`src/rtl/mem_arb_pkg.sv`:
```
// mem_arb_pkg: shared types and constants for the unified-memory arbiter.
package mem_arb_pkg;

    typedef enum logic [1:0] {
        IDLE,
        ACCESS,
        RESP
    } state_t;

    localparam int unsigned PORT_CPU        = 0;
    localparam int unsigned PORT_DBG        = 1;
    localparam int unsigned MAX_WAIT_CYCLES = 15;

endpackage

```
`src/rtl/mem_arbiter_if.sv`:
```
// mem_arbiter_if: requester handshakes plus the memory pin bundle.
// slave  = arbiter side; master = requesters and memory side.
interface mem_arbiter_if;

    logic        req0;
    logic        req1;
    logic        we0;
    logic        we1;
    logic [31:0] adr0;
    logic [31:0] adr1;
    logic [31:0] wdata0;
    logic [31:0] wdata1;
    logic        done0;
    logic        done1;
    logic [31:0] rdata;
    logic        err;
    logic        mem_memwrite;
    logic [31:0] mem_adr;
    logic [31:0] mem_writedata;
    logic [31:0] mem_readdata;

    modport slave (
        input  req0, req1, we0, we1, adr0, adr1, wdata0, wdata1, mem_readdata,
        output done0, done1, rdata, err, mem_memwrite, mem_adr, mem_writedata
    );

    modport master (
        output req0, req1, we0, we1, adr0, adr1, wdata0, wdata1, mem_readdata,
        input  done0, done1, rdata, err, mem_memwrite, mem_adr, mem_writedata
    );

endinterface

```
`src/rtl/mem_arbiter_rr2.sv`:
```
// arb_rr2: two-input round-robin picker; on a tie the port not granted last wins.
module arb_rr2
    import mem_arb_pkg::*;
(
    input  logic       req0,
    input  logic       req1,
    input  logic       last,
    output logic [1:0] grant
);

    // One-hot grant: single requester wins outright, tie goes away from last owner.
    always_comb begin
        grant = '0;
        if (req0 && req1) begin
            grant = (last == 1'(PORT_DBG)) ? 2'b01 : 2'b10;
        end else begin
            grant = {req1, req0};
        end
    end

endmodule

```
`src/rtl/mem_arbiter.sv`:
```
// mem_arbiter: grants the single-port memory to the core (port 0) or the
// loader/debug port (port 1), holds the access WAIT_CYCLES extra cycles and
// returns registered read data with a one-cycle done pulse.
// Optional feature macro: MEM_ARB_ALIGN_CHECK_EN (misaligned accesses flag err,
// suppress the write strobe and return zero data).
module mem_arbiter
    import mem_arb_pkg::*;
#(
    parameter int unsigned WAIT_CYCLES = 0
) (
    input  logic          clk,
    input  logic          reset,
    mem_arbiter_if.slave  bus
);

    localparam int unsigned CW = (WAIT_CYCLES == 0) ? 1 : $clog2(WAIT_CYCLES + 1);

    if (WAIT_CYCLES > MAX_WAIT_CYCLES) begin : g_cfg_err
        $error("mem_arbiter: WAIT_CYCLES out of range");
    end

    state_t          state;
    state_t          state_nx;
    logic [1:0]      grant;
    logic            sel;
    logic            last;
    logic            owner;
    logic            we_q;
    logic            bad_q;
    logic            align_bad;
    logic [31:0]     adr_q;
    logic [31:0]     wdata_q;
    logic [31:0]     rdata_q;
    logic [31:0]     sel_adr;
    logic [CW-1:0]   cnt;

    arb_rr2 u_rr (
        .req0  (bus.req0),
        .req1  (bus.req1),
        .last  (last),
        .grant (grant)
    );

    assign sel     = grant[1];
    assign sel_adr = sel ? bus.adr1 : bus.adr0;

`ifdef MEM_ARB_ALIGN_CHECK_EN
    assign align_bad = |sel_adr[1:0];
`else
    assign align_bad = 1'b0;
`endif

    // State register.
    always_ff @(posedge clk or negedge reset) begin
        if (!reset) begin
            state <= IDLE;
        end else begin
            state <= state_nx;
        end
    end

    // Next-state: grant from IDLE, count down in ACCESS, single RESP cycle.
    always_comb begin
        state_nx = state;
        case (state)
            IDLE:    if (|grant) state_nx = ACCESS;
            ACCESS:  if (cnt == '0) state_nx = RESP;
            RESP:    state_nx = IDLE;
            default: state_nx = IDLE;
        endcase
    end

    // Grant-time latches, wait counter and read-data capture on the final ACCESS cycle.
    always_ff @(posedge clk or negedge reset) begin
        if (!reset) begin
            last    <= 1'(PORT_DBG);
            owner   <= 1'(PORT_CPU);
            we_q    <= 1'b0;
            bad_q   <= 1'b0;
            adr_q   <= '0;
            wdata_q <= '0;
            rdata_q <= '0;
            cnt     <= '0;
        end else begin
            if (state == IDLE && |grant) begin
                last    <= sel;
                owner   <= sel;
                we_q    <= sel ? bus.we1 : bus.we0;
                adr_q   <= sel_adr;
                wdata_q <= sel ? bus.wdata1 : bus.wdata0;
                bad_q   <= align_bad;
                cnt     <= CW'(WAIT_CYCLES);
            end
            if (state == ACCESS) begin
                if (cnt != '0) begin
                    cnt <= cnt - 1'b1;
                end else begin
                    rdata_q <= bad_q ? '0 : bus.mem_readdata;
                end
            end
        end
    end

    assign bus.mem_adr       = adr_q;
    assign bus.mem_writedata = wdata_q;
    assign bus.mem_memwrite  = (state == ACCESS) && (cnt == '0) && we_q && !bad_q;
    assign bus.rdata         = rdata_q;
    assign bus.done0         = (state == RESP) && (owner == 1'(PORT_CPU));
    assign bus.done1         = (state == RESP) && (owner == 1'(PORT_DBG));

`ifdef MEM_ARB_ALIGN_CHECK_EN
    assign bus.err = (state == RESP) && bad_q;
`else
    assign bus.err = 1'b0;
`endif

endmodule
```
`src/flat_wrapper.sv`:
```
// flat-port wrapper written by rule: the top's interface ports become plain ports
module mem_arbiter_flat import mem_arb_pkg::*;
#(
    parameter int unsigned WAIT_CYCLES = 0
)
  (clk, reset, bus_req0, bus_req1, bus_we0, bus_we1, bus_adr0, bus_adr1, bus_wdata0, bus_wdata1, bus_mem_readdata, bus_done0, bus_done1, bus_rdata, bus_err, bus_mem_memwrite, bus_mem_adr, bus_mem_writedata);
  mem_arbiter_if bus_i ();
  input  logic clk;
  input  logic reset;
  input wire logic [$bits(bus_i.req0)-1:0] bus_req0;
  input wire logic [$bits(bus_i.req1)-1:0] bus_req1;
  input wire logic [$bits(bus_i.we0)-1:0] bus_we0;
  input wire logic [$bits(bus_i.we1)-1:0] bus_we1;
  input wire logic [$bits(bus_i.adr0)-1:0] bus_adr0;
  input wire logic [$bits(bus_i.adr1)-1:0] bus_adr1;
  input wire logic [$bits(bus_i.wdata0)-1:0] bus_wdata0;
  input wire logic [$bits(bus_i.wdata1)-1:0] bus_wdata1;
  input wire logic [$bits(bus_i.mem_readdata)-1:0] bus_mem_readdata;
  output wire logic [$bits(bus_i.done0)-1:0] bus_done0;
  output wire logic [$bits(bus_i.done1)-1:0] bus_done1;
  output wire logic [$bits(bus_i.rdata)-1:0] bus_rdata;
  output wire logic [$bits(bus_i.err)-1:0] bus_err;
  output wire logic [$bits(bus_i.mem_memwrite)-1:0] bus_mem_memwrite;
  output wire logic [$bits(bus_i.mem_adr)-1:0] bus_mem_adr;
  output wire logic [$bits(bus_i.mem_writedata)-1:0] bus_mem_writedata;
  assign bus_i.req0 = bus_req0;
  assign bus_i.req1 = bus_req1;
  assign bus_i.we0 = bus_we0;
  assign bus_i.we1 = bus_we1;
  assign bus_i.adr0 = bus_adr0;
  assign bus_i.adr1 = bus_adr1;
  assign bus_i.wdata0 = bus_wdata0;
  assign bus_i.wdata1 = bus_wdata1;
  assign bus_i.mem_readdata = bus_mem_readdata;
  assign bus_done0 = bus_i.done0;
  assign bus_done1 = bus_i.done1;
  assign bus_rdata = bus_i.rdata;
  assign bus_err = bus_i.err;
  assign bus_mem_memwrite = bus_i.mem_memwrite;
  assign bus_mem_adr = bus_i.mem_adr;
  assign bus_mem_writedata = bus_i.mem_writedata;
  mem_arbiter #(.WAIT_CYCLES(WAIT_CYCLES)) u_core (.clk(clk), .reset(reset), .bus(bus_i));
endmodule
```
`config.mk`:
```
export PLATFORM = sky130hd
export DESIGN_NAME = mem_arbiter_flat
export DESIGN_NICKNAME = d
export VERILOG_FILES = /design/src/rtl/mem_arb_pkg.sv /design/src/rtl/mem_arbiter_if.sv /design/src/rtl/mem_arbiter_rr2.sv /design/src/rtl/mem_arbiter.sv /design/src/flat_wrapper.sv
export SDC_FILE = /design/constraint.sdc
export NUM_CORES = 1
export LEC_CHECK = 0
export BUFFER_PORTS_ARGS = -buffer_cell sky130_fd_sc_hd__buf_2
export CORE_ASPECT_RATIO = 1.2
export CORE_MARGIN = 2
export CORE_UTILIZATION = 40
export CTS_CLUSTER_DIAMETER = 30
export DETAILED_ROUTE_END_ITERATION = 7
export PLACE_DENSITY = 0.73
export SLEW_MARGIN = 20
export SYNTH_ARGS = -nofsm -noshare
export SYNTH_HDL_FRONTEND = slang
export SYNTH_SLANG_ARGS = --single-unit
```
`constraint.sdc`:
```
create_clock -name clk -period 2.1 [get_ports clk]
set_input_delay 0.63 -clock clk [delete_from_list [all_inputs] [get_ports clk]]
set_output_delay 0.63 -clock clk [all_outputs]
set_load 0.02 [all_outputs]
```
Word-level counts from Yosys, hierarchy flattened
Cells that the tools add are included.
{ "op_classes": {"add_sub_neg": 1, "multipliers": 0, "n_div": 0, "magnitude_cmp": 0, "n_eq_ne": 4, "shifts": 0, "n_mux": 11, "n_bitwise": 2, "n_reduce_logical": 10} }
{ "ops": {"columns": ["op", "count"], "rows": [
  ["32-bit two-way mux", 2],
  ["2-bit two-way mux", 4],
  ["1-bit logical AND", 6],
  ["1-bit two-way mux", 4],
  ["2-bit inequality test (second input constant)", 2],
  ["2-bit case mux with 2 select lines", 1],
  ["2-bit AND reduction", 2],
  ["2-bit by 1-bit == test with 1-bit output (second input constant)", 1],
  ["2-bit == test (second input constant)", 1],
  ["2-bit zero test", 1],
  ["1-bit inverter", 2],
  ["2-bit OR reduction", 1],
  ["1-bit subtractor (second input constant)", 1]
]} }
{ "totals": {"ff_bits": 102, "latchBits": 0, "ram_bits": 0, "rom_bits": 0, "out_inout_bits": 100, "mem_count": 0} }

Logic depth before layout (Yosys ltp)
Gate-level depths: netlist (run 1).
{ "depth": {"depth_word": 7, "mapped_depth": 5, "depth_no_buf": 3} }

By module
A second synthesis (run 1) with hierarchy kept.
{ "unflattened": {"hier_cells": 301, "area_unflattened_um2": 4730.8} }
{ "by_module_without_submodules": {"columns": ["mod", "instances", "cells_each", "area_each_um2"], "rows": [
  ["mem_arbiter", 1, 298, 4712.0],
  ["arb_rr2", 1, 3, 18.8]
]} }

Worst setup path before layout (run 1)
No wires, ideal clock.
{ "synth_timing": {"kind": "reg2out", "from": "reg u_core.state[1]", "to": "out bus_mem_memwrite", "t_arrival_ps": 1252, "path_slack_ps": 218, "stages_incl_launch_ff": 5, "path_buffers": 1, "path_cell_list": "dfrtp_1 nand2b_1 nor2_2 buf_2 and2_1"} }
{ "synth_between": {"elab_chain_len": 3} }
{ "synth_rtl": {"columns": ["element", "line", "source"], "rows": [
  ["start, declared", "mem_arbiter.sv:22", "state_t state;"],
  ["start signal, assigned", "mem_arbiter.sv:58", "state <= state_nx;"],
  ["2-bit by 1-bit == test with 1-bit output", "mem_arbiter.sv:106", "assign bus.mem_memwrite = (state == ACCESS) && (cnt == '0) && we_q && !bad_q;"],
  ["1-bit logical AND (2 in series)", "mem_arbiter.sv:106", null],
  ["end, declared", "flat_wrapper.sv:23", "output wire logic [$bits(bus_i.mem_memwrite)-1:0] bus_mem_memwrite;"]
]} }
No other way between the ends.

Worst setup path in the final report (run 1)
Ends and elaborated chain as after synthesis.

==> results of run 1 <==
[where the power goes]
| group | internal [µW] | switching, µW | leakage [µW] |
|---|---|---|---|
| combinational | 2640 | 2700 | 0.00222 |
| sequential | 2980 | 525 | 0.00119 |
| clock | 843 | 807 | 0.000146 |
[logic make-up (layout without fill, tap and decap cells)]
family          after synthesis  in the layout  synth area share
other cells                   1              1          0.000750
flops                       102            102             0.511
mux                         164            164             0.445
simple gates                  9              9            0.0113
buf+inv                      19            291            0.0273
compound gates                3              3           0.00501
[synth_stat cells, types with 2 or more instances]
cell                      number
sky130_fd_sc_hd__buf_6         6
sky130_fd_sc_hd__buf_2        10
sky130_fd_sc_hd__mux2_2       53
sky130_fd_sc_hd__nor2_1        2
sky130_fd_sc_hd__buf_4         2
sky130_fd_sc_hd__mux2_4      100
sky130_fd_sc_hd__dfrtp_1     101
sky130_fd_sc_hd__mux2_1       11
[path summary, 6_finish.rpt]
kind | endpoint | slack (ns) | cells past startpoint
worst max-delay path | bus_mem_memwrite | 0.14 | 4
max in group asynchronous | u_core.bus.mem_writedata[1]$_DFFE_PN0P_ | 1.35 | 2
worst max register to register | u_core.bus.mem_adr[20]$_DFFE_PN0P_ | 0.35 | 4
worst min-delay path | u_core.bus.mem_writedata[23]$_DFFE_PN0P_ | 0.32 | 2
min in group clk | u_core.bus.rdata[22]$_DFFE_PN0N_ | 0.49 | 1
worst min register to register | u_core.bus.rdata[22]$_DFFE_PN0N_ | 0.49 | 1
[layer usage]
layer / up-vias / global-route usage
li1: 1593 / -
met1: 1674 / 0.203
met2: 146 / 0.312
met3: 17 / 0.0308
met4: 0 / 0.0704
met5: - / 0
[flip-flops by register name, summed over array words and instances, names as in the netlist]
| signal | cells |
|---|---|
| u_core.bus.rdata | 32 |
| u_core.cnt | 1 |
| u_core.we_q | 1 |
| u_core.state | 2 |
| u_core.bus.mem_writedata | 32 |
| u_core.owner | 1 |
| u_core.last | 1 |
| u_core.bus.mem_adr | 32 |
[metrics by stage]
stage / instance area, µm² / setup slack [ns] / cells / power [µW] / utilization
final: 6840 / 0.145 / 731 / 10500 / 0.563
after global routing: 6840 / 0.0559 / 731 / 11100 / 0.563
after CTS: 6830 / 0.0423 / 730 / 10600 / 0.562
after detailed placement: 6540 / 0.0678 / 714 / 8920 / 0.537
after global placement: 6540 / 0.124 / 714 / 8790 / 0.537
after floorplan: 5000 / 0.218 / 298 / 7210 / -
[timing repair]
item,4_1_cts,5_1_grt
buffers inserted,0,1
gates resized for setup,0,1
setup endpoints to repair,0,1
[worst max-delay path: cells and delay by family (launching register included)]
family                 cells  cell delay, ns
buffers and inverters      1            0.17
AND/OR/NAND/NOR            3            0.44
flip-flops                 1            0.39
[area by class of cell]
cell class	count	area, µm²	share of cell area
clock buffer	9	225	0.0329
tap	161	201	0.0294
sequential	102	2550	0.373
timing repair buffer	274	1460	0.214
clock inverter	7	71.3	0.0104
inverter	1	3.75	0.000548
multi-input combinational	177	2330	0.340
==> flow_summary.json, run 1 <==
{
  "result_of_the_run": "finished, final reports clean",
  "register_bit_total_from_synthesis": 102,
  "met3WireLength_um": 709,
  "synth.top_cells.by_area": "sky130_fd_sc_hd__dfrtp_1 (51%), sky130_fd_sc_hd__mux2_4 (30%), sky130_fd_sc_hd__mux2_2 (12%), sky130_fd_sc_hd__mux2_1 (2.5%), sky130_fd_sc_hd__buf_6 (1.4%)",
  "tightest_slew_ns": 0.546,
  "worst_setup_hold_path_clk_slew_ns": 0.08,
  "cts_inserted_buffers": 9,
  "slew-limit-headroom": 0.636,
  "synthDominantAreaCellType": "sky130_fd_sc_hd__dfrtp_1",
  "grt_start_max_net_pins": 103,
  "fin_crit_sh": 0.931,
  "timing.critical_path.to_type": "primary output",
  "filler_cell_count": 1022,
  "crit_fanout": 3,
  "post_route_cells_drive_above_1_share": 0.786,
  "num_io_pins": 266,
  "cp_slowest_cell": "sky130_fd_sc_hd__dfrtp_1",
  "insertedDiodeCount": 0,
  "holdCritPathClass": "primary input to asynchronous set/reset pin",
  "route.met2.wl_um": 6010,
  "top_metal_used": "met4",
  "synth_cell_type_count": 21,
  "globalRouteTotalUtil": 0.173,
  "most_common_cell_after_layout_fill_and_taps_aside": "sky130_fd_sc_hd__buf_2",
  "critPathRequiredTime_ns": 1.47,
  "layout.nets": 731,
  "syn_area_mm2": 0.00500,
  "startpoint_type": "register",
  "synth_sequential_area_ratio": 0.511,
  "post-dp-hpwl_um": 8650,
  "core_area_mm2": 0.0122,
  "vias_per_cell": 4.69,
  "die-height_um": 126,
  "grt_pass1_vias": 3704,
  "timing.fmax_ghz": 0.511,
  "dr.first_iter.drc_count": 109,
  "wire_per_inst_um": 15.8,
  "cts_hold_repair.buffers": 0,
  "cts.sinks": 102,
  "synth-warning-count": 0,
  "wl_met1_um": 4600,
  "place_congestion": 0.781,
  "drt_pass1_iterations": 4,
  "synth.net_count": 464,
  "setup.worst_path.class": "register to primary output",
  "routed_wirelength_um": 11600,
  "number_of_instances_in_the_synthesized_netlist": 298,
  "irDropWorstVdd_mv": 0.810,
  "area_growth_syn_to_layout_pct": 37.0,
  "first_pass_grt_wire_length_um": 18300,
  "clock_tree.root_cell": "sky130_fd_sc_hd__clkbuf_16",
  "antenna_violating_nets_post_route": 0,
  "std_cell_rows": 44,
  "htree_num_levels": 3,
  "initial_utilization": 0.411,
  "yosys.area.top_type_share": 0.506,
  "power.leakage_uw": 0.00356,
  "final_cell_mix": "sky130_fd_sc_hd__buf_2 (263), sky130_fd_sc_hd__dfrtp_1 (101), sky130_fd_sc_hd__mux2_4 (100), sky130_fd_sc_hd__mux2_2 (53), sky130_fd_sc_hd__mux2_1 (11)",
  "hold_violations": 0,
  "report.final.setup_viol": 0,
  "unrepaired_setup_endpoints_after_global_routing": "no",
  "synth-edff-count": 0,
  "r2r-start": "u_core.last$_DFFE_PN1P_",
  "max_cap_check_violation_count": 0,
  "cp.arrival_ns": 1.33,
  "die-area_mm2": 0.0134,
  "critical_path.max_stage_delay_ns": 0.39,
  "mapped_avg_cell_area_um2": 16.8,
  "grt_overflow": 0,
  "route.vias.total": 3430,
  "clockBufferDepth": 2,
  "power.density_cell_area_mw_per_mm2": 1530,
  "setup_total_negative_slack_ns": 0,
  "timing.final.crit_period_ns": 1.96,
  "fp.dieW_um": 106,
  "holdWs_ns": 0.323,
  "clock_latency_reported_for_the_late_side_of_the_worst_skew_pair_ns": 0.35,
  "worstPathCellList": "nand2b_2 > nor2_4 > and2_1 > buf_2",
  "worstSetupStartpoint": "u_core.state[1]$_DFFE_PN0P_",
  "place.port_buffers": 264,
  "finClkSkew_ns": 0.00799,
  "dr_drc_count": 0,
  "tritoncts": "done",
  "primary_flip_flop_cell_chosen_by_synthesis_mapping": "sky130_fd_sc_hd__dfrtp_1",
  "antenna_found_initial": 0,
  "maxSlewViolCount": 0,
  "asyncSetResetFlopFracSynth": 1.00
}
(Power assumes the default switching activity.)
==> run 2: changes to the inputs <==
--- a/config.mk
+++ b/config.mk
@@ -11,8 +11,9 @@
 export CORE_UTILIZATION = 40
 export CTS_CLUSTER_DIAMETER = 30
 export DETAILED_ROUTE_END_ITERATION = 7
-export PLACE_DENSITY = 0.73
+export PLACE_DENSITY = 0.74
 export SLEW_MARGIN = 20
 export SYNTH_ARGS = -nofsm -noshare
 export SYNTH_HDL_FRONTEND = slang
+export SYNTH_HIERARCHICAL = 1
 export SYNTH_SLANG_ARGS = --single-unit
==> constraint.sdc (replaced) <==
create_clock -name clk -period 2.47 [get_ports clk]
set_input_delay 0.741 -clock clk [delete_from_list [all_inputs] [get_ports clk]]
set_output_delay 0.741 -clock clk [all_outputs]
set_load 0.02 [all_outputs]
==> run 2 against run 1 <==
  * Cell count is 0.68% lower
  * Clock power down 19%
  * Design area shrank 5.0%
  * Critical path depth did not move
  * Largest power group unchanged
  * Highest routed layer unchanged
==> flow_summary.json, run 2 <==
{
  "critPathRequiredTime_ns": 1.73,
  "synth_cell_type_count": 23,
  "synth.net_count": 467,
  "tritoncts": "done",
  "setup_total_negative_slack_ns": 0,
  "grt_use_met3": 0.0418,
  "holdWs_ns": 0.393,
  "unrepaired_setup_endpoints_after_global_routing": "no",
  "vias_per_cell": 4.75,
  "post-dp-hpwl_um": 8540,
  "routed_wirelength_um": 11100,
  "hold_violations": 0,
  "report.final.setup_viol": 0,
  "core_area_mm2": 0.0116,
  "post_cts_resize_count": 0,
  "yosys.area.top_type_share": 0.534,
  "leading_cell_types_by_count_after_synthesis": "sky130_fd_sc_hd__mux2_2 (136), sky130_fd_sc_hd__dfrtp_1 (101), sky130_fd_sc_hd__mux2_4 (20)",
  "timing.rr.end": "u_core/bus.mem_adr[9]$_DFFE_PN0P_",
  "asyncSetResetFlopFracSynth": 1.00,
  "initial_utilization": 0.409,
  "power.leakage_uw": 0.00318,
  "area_growth_syn_to_layout_pct": 37.5,
  "num_io_pins": 266,
  "fin_crit_sh": 0.857,
  "cts_inserted_buffers": 9,
  "clock_latency_reported_for_the_late_side_of_the_worst_skew_pair_ns": 0.34,
  "holdCritPathClass": "primary input to asynchronous set/reset pin",
  "r2r-start": "u_core/last$_DFFE_PN1P_",
  "fp.dieW_um": 103,
  "top_usage_layer": "met2",
  "wire_per_inst_um": 15.3,
  "dr_drc_count": 0,
  "clock_tree.root_cell": "sky130_fd_sc_hd__clkbuf_16",
  "synth.top_cells.by_area": "sky130_fd_sc_hd__dfrtp_1 (53%), sky130_fd_sc_hd__mux2_2 (32%), sky130_fd_sc_hd__mux2_4 (6.3%), sky130_fd_sc_hd__buf_6 (2.1%), sky130_fd_sc_hd__mux2_1 (1.4%)",
  "clockBufferDepth": 2,
  "slew-limit-headroom": 0.606,
  "post_layout_utilization_of_the_core": 0.562,
  "synth-edff-count": 0,
  "synthMostInstantiatedCell": "sky130_fd_sc_hd__mux2_2",
  "std_cell_rows": 43,
  "synthDominantAreaCellType": "sky130_fd_sc_hd__dfrtp_1",
  "mapped_avg_cell_area_um2": 15.7,
  "startpoint_type": "register",
  "max_cap_check_violation_count": 0,
  "cts.sinks": 102,
  "place_congestion": 0.714,
  "final_cell_mix": "sky130_fd_sc_hd__buf_2 (263), sky130_fd_sc_hd__mux2_2 (136), sky130_fd_sc_hd__dfrtp_1 (101), sky130_fd_sc_hd__mux2_4 (20), sky130_fd_sc_hd__clkbuf_16 (9)",
  "timing.fmax_ghz": 0.472,
  "finClkSkew_ns": 0.00906,
  "syn_area_mm2": 0.00473,
  "maxSlewViolCount": 0,
  "cp.arrival_ns": 1.38,
  "filler_cell_count": 974,
  "timing.final.crit_period_ns": 2.12,
  "layout.area.seq_mm2": 0.00255,
  "drt_pass1_iterations": 4,
  "grt_pass1_vias": 3622,
  "multi_input_comb_area_mm2": 0.00203,
  "grt_overflow": 0,
  "irDropWorstVdd_mv": 0.684,
  "place.port_buffers": 264,
  "die-height_um": 123,
  "most_common_cell_after_layout_fill_and_taps_aside": "sky130_fd_sc_hd__buf_2",
  "dr.first_iter.drc_count": 99,
  "setup.worst_path.class": "register to primary output",
  "fin_ws_ns": 0.352,
  "route.vias.total": 3448,
  "antenna_violating_nets_post_route": 0,
  "dp_worst_setup_slack_ns": 0.265,
  "number_of_instances_in_the_synthesized_netlist": 301,
  "post-cts-setup-buffer-count": 0,
  "antenna_found_initial": 0,
  "timing.critical_path.to_type": "primary output",
  "register_bit_total_from_synthesis": 102,
  "layout.nets": 730,
  "insertedDiodeCount": 0,
  "worst_setup_hold_path_clk_slew_ns": 0.07,
  "power.density_cell_area_mw_per_mm2": 1330,
  "synth_sequential_area_ratio": 0.540,
  "first_pass_grt_wire_length_um": 16600,
  "global_routing_usage_on_met2": 0.320,
  "globalRouteTotalUtil": 0.171,
  "die-area_mm2": 0.0127,
  "grt_start_max_net_pins": 48,
  "synth-warning-count": 6,
  "post_route_cells_drive_above_1_share": 0.784,
  "use_met1": 0.180,
  "tightest_slew_ns": 0.591,
  "rr_worst_depth": 5,
  "result_of_the_run": "finished, final reports clean",
  "power.total_uw": 8620,
  "htree_num_levels": 3,
  "cts_hold_repair.buffers": 0,
  "crit_fanout": 4,
  "primary_flip_flop_cell_chosen_by_synthesis_mapping": "sky130_fd_sc_hd__dfrtp_1",
  "regToRegSetupSlack_ns": 0.65
}
-- run 2: cell count changes in the layout (fill, tap and decap cells not counted), moves of 2 or more --
cell	before	now
sky130_fd_sc_hd__mux2_1	11	6
sky130_fd_sc_hd__inv_6	4	0
sky130_fd_sc_hd__clkbuf_1	0	2
sky130_fd_sc_hd__mux2_4	100	20
sky130_fd_sc_hd__mux2_2	53	136
sky130_fd_sc_hd__clkbuf_8	0	2
sky130_fd_sc_hd__buf_4	6	3
sky130_fd_sc_hd__a22o_1	0	2
-- run 2: stage by stage --
| stage | instances | area (µm²) |
|---|---|---|
| after CTS | 726 | 6500 |
| after floorplan | 301 | 4730 |
| after global placement | 710 | 6220 |
| after global routing | 726 | 6500 |
| after detailed placement | 710 | 6220 |
| final | 726 | 6500 |
-- run 2: critical path: stages, from the launching register on --
cell and delay, ns:
sky130_fd_sc_hd__dfrtp_1 0.41, sky130_fd_sc_hd__nand2b_1 0.23, sky130_fd_sc_hd__nor2_4 0.11, sky130_fd_sc_hd__and2_1 0.13, sky130_fd_sc_hd__buf_2 0.17
-- run 2: final cells by class --
| cell class | count | area share |
|---|---|---|
| inverters | 2 | 0.00115 |
| multi-input cells | 178 | 0.312 |
| well taps | 157 | 0.0302 |
| clock buffers | 13 | 0.0400 |
| flip-flops and latches | 102 | 0.393 |
| repair buffers | 271 | 0.221 |
| clock inverters | 3 | 0.00327 |
-- run 2: kinds of logic after synthesis --
family	after synthesis	synth area share
simple gates	9	0.0122
flops	102	0.540
mux	162	0.401
other cells	1	0.000793
buf+inv	21	0.0357
compound gates	6	0.0101
-- run 2: worst max path at each step --
stage                                     start                                        to
finish              u_core/state[1]$_DFFE_PN0P_                          bus_mem_memwrite
global route        u_core/state[1]$_DFFE_PN0P_                          bus_mem_memwrite
CTS                 u_core/state[1]$_DFFE_PN0P_                          bus_mem_memwrite
detailed placement                     bus_req1        u_core/bus.mem_adr[19]$_DFFE_PN0P_
global placement                       bus_req1         u_core/bus.mem_adr[1]$_DFFE_PN0P_
floorplan                              bus_req1  u_core/bus.mem_writedata[10]$_DFFE_PN0P_
-- run 2: routing by layer --
| metal | up-vias | share of wire | wire length [µm] |
|---|---|---|---|
| li1 | 1606 | - | - |
| met1 | 1662 | 0.37 | 4090 |
| met2 | 165 | 0.54 | 6000 |
| met3 | 15 | 0.078 | 867 |
| met4 | 0 | 0.016 | 181 |
| met5 | - | 0 | 0 |
-- run 2: where the power goes --
group | internal [µW] | switching (µW) | leakage (µW)
registers | 2550 | 439 | 0.00119
logic | 2070 | 2240 | 0.00185
clock network | 740 | 591 | 0.000136
total | 5350 | 3270 | 0.00318
==> run 3: changes to the inputs <==
--- a/config.mk
+++ b/config.mk
@@ -8,10 +8,10 @@
 export BUFFER_PORTS_ARGS = -buffer_cell sky130_fd_sc_hd__buf_2
 export CORE_ASPECT_RATIO = 1.2
 export CORE_MARGIN = 2
-export CORE_UTILIZATION = 40
+export CORE_UTILIZATION = 45
 export CTS_CLUSTER_DIAMETER = 30
 export DETAILED_ROUTE_END_ITERATION = 7
-export PLACE_DENSITY = 0.74
+export PLACE_DENSITY = 0.81
 export SLEW_MARGIN = 20
 export SYNTH_ARGS = -nofsm -noshare
 export SYNTH_HDL_FRONTEND = slang
==> run 3 against run 2 <==
  * Critical path depth unchanged
  * Utilization increased by 6.1 points
  * Register-to-register slack about the same
  * Clock power barely moved
  * Total power up 0.33%
  * Hold slack lost 0.084 ns
  * Combinational power about the same
  * Clock skew about the same
  * Sequential share of layout area up 0.28 points
  * Non-clock buffer count did not move
==> flow_summary.json, run 3 (synthesis gave the netlist of run 2 again) <==
{
  "fin_ws_ns": 0.356,
  "report.final.setup_viol": 0,
  "routed_wirelength_um": 10800,
  "dr.first_iter.drc_count": 75,
  "initial_utilization": 0.457,
  "r2r-start": "u_core/last$_DFFE_PN1P_",
  "hold_violations": 0,
  "path_depth": 4,
  "clock_tree.root_cell": "sky130_fd_sc_hd__clkbuf_16",
  "die-area_mm2": 0.0114,
  "grt_overflow": 0,
  "rr_worst_depth": 5,
  "cpLargestDelayFamily": "simple AND/OR/NAND/NOR gates",
  "worstPathCellList": "nand2b_1 > nor2_4 > and2_1 > buf_2",
  "timing.fmax_ghz": 0.473,
  "crit_path_buffers_inverters": 1,
  "result_of_the_run": "finished, final reports clean",
  "setup_total_negative_slack_ns": 0,
  "globalRouteTotalUtil": 0.189,
  "grt_use_met3": 0.0569,
  "max_cap_check_violation_count": 0,
  "std_cell_rows": 41,
  "tritoncts": "done",
  "clockBufferDepth": 2,
  "antenna_violating_nets_post_route": 0,
  "maxSlewViolCount": 0,
  "grt_pass1_vias": 3495,
  "holdCritPathClass": "primary input to asynchronous set/reset pin",
  "post-dp-hpwl_um": 8460,
  "final_cell_mix": "sky130_fd_sc_hd__buf_2 (263), sky130_fd_sc_hd__mux2_2 (136), sky130_fd_sc_hd__dfrtp_1 (101), sky130_fd_sc_hd__mux2_4 (20), sky130_fd_sc_hd__clkbuf_16 (9)",
  "drt_pass1_iterations": 4,
  "wire_per_inst_um": 15.4,
  "insertedDiodeCount": 0,
  "regToRegSetupSlack_ns": 0.64,
  "multi_input_comb_area_mm2": 0.00203,
  "clock_latency_reported_for_the_late_side_of_the_worst_skew_pair_ns": 0.34,
  "vias_per_cell": 4.90,
  "grt_start_max_net_pins": 55,
  "setup.worst_path.class": "register to primary output",
  "post_cts_resize_count": 0,
  "first_pass_grt_wire_length_um": 17100,
  "fp.dieW_um": 97.6,
  "power.density_cell_area_mw_per_mm2": 1340,
  "irDropWorstVdd_mv": 0.815,
  "antenna_found_initial": 0,
  "place_congestion": 0.741,
  "worstSetupStartpoint": "u_core/state[1]$_DFFE_PN0P_",
  "worst_setup_hold_path_clk_slew_ns": 0.08,
  "use_met1": 0.211,
  "global_routing_usage_on_met2": 0.344,
  "place.port_buffers": 264,
  "power.leakage_uw": 0.00318,
  "dp_worst_setup_slack_ns": 0.308,
  "filler_cell_count": 861,
  "layout.area.seq_mm2": 0.00255,
  "htree_num_levels": 3,
  "post_route_cells_drive_above_1_share": 0.787,
  "critical_path.max_stage_delay_ns": 0.41,
  "cts_inserted_buffers": 9,
  "critPathRequiredTime_ns": 1.73,
  "most_common_cell_after_layout_fill_and_taps_aside": "sky130_fd_sc_hd__buf_2",
  "critical_path.endpoint": "bus_mem_memwrite",
  "cp.arrival_ns": 1.37,
  "cp_slowest_cell": "sky130_fd_sc_hd__dfrtp_1",
  "core_area_mm2": 0.0104,
  "route.vias.total": 3420,
  "finClkSkew_ns": 0.00901,
  "post-cts-setup-buffer-count": 0,
  "num_io_pins": 266,
  "area_growth_syn_to_layout_pct": 36.5,
  "cts_hold_repair.buffers": 0,
  "dr_drc_count": 0,
  "startpoint_type": "register",
  "top_usage_layer": "met2",
  "timing.critical_path.to_type": "primary output",
  "timing.rr.end": "u_core/bus.mem_adr[5]$_DFFE_PN0P_",
  "layout.nets": 730,
  "unrepaired_setup_endpoints_after_global_routing": "no",
  "fin_crit_sh": 0.856,
  "crit_fanout": 4,
  "timing.final.crit_period_ns": 2.11,
  "cts.sinks": 102,
  "die-height_um": 116
}
-- run 3: changes by cell type in the layout (fill, tap and decap cells not counted), sizes merged --
cell	previous run	this run
inv	2	5
clkinvlp	1	2
clkbuf	13	9
-- run 3: cell type report --
cell class / instances / area share
clock inverter: 7 / 0.00891
inverter: 2 / 0.00116
timing repair buffer: 271 / 0.221
tap: 129 / 0.0250
clock buffer: 9 / 0.0349
multi-input combinational: 178 / 0.314
sequential: 102 / 0.395
-- run 3: how the worst min path moves through the flow --
stage | cells after the start | slack, ns | end | from
after floorplan | 0 | 0.45 | u_core/bus.mem_adr[0]$_DFFE_PN0P_ | reset
after detailed placement | 1 | 0.47 | u_core/bus.rdata[28]$_DFFE_PN0P_ | u_core/bus.rdata[28]$_DFFE_PN0P_
after CTS | 1 | 0.31 | u_core/bus.rdata[22]$_DFFE_PN0P_ | reset
final | 1 | 0.31 | u_core/bus.rdata[22]$_DFFE_PN0P_ | reset
after global placement | 1 | 0.46 | u_core/bus.rdata[25]$_DFFE_PN0P_ | u_core/bus.rdata[25]$_DFFE_PN0P_
after global routing | 1 | 0.32 | u_core/bus.rdata[20]$_DFFE_PN0P_ | reset
-- run 3: routing by layer --
metal  up-vias  wire, µm
li1       1601         -
met1      1643      3830
met2       165      5810
met3        11       972
met4         0       153
met5         -         0
-- run 3: where the power goes --
group | total [µW] | switching (µW) | leakage (µW) | internal, µW
logic | 4320 | 2260 | 0.00185 | 2060
clock network | 1330 | 634 | 0.000134 | 698
registers | 2990 | 447 | 0.00119 | 2550
total | 8650 | 3350 | 0.00318 | 5300
-- run 3: through the flow --
step | hold WS (ns) | util | instance area (µm²) | total power [µW] | cells
2_1_floorplan | 0.445 | - | 4730 | 6010 | 301
5_1_grt | 0.324 | 0.623 | 6460 | 9150 | 698
4_1_cts | 0.311 | 0.623 | 6460 | 8740 | 698
3_5_place_dp | 0.472 | 0.596 | 6180 | 7390 | 682
6_report | 0.308 | 0.623 | 6460 | 8650 | 698
3_3_place_gp | 0.464 | 0.596 | 6180 | 7210 | 682
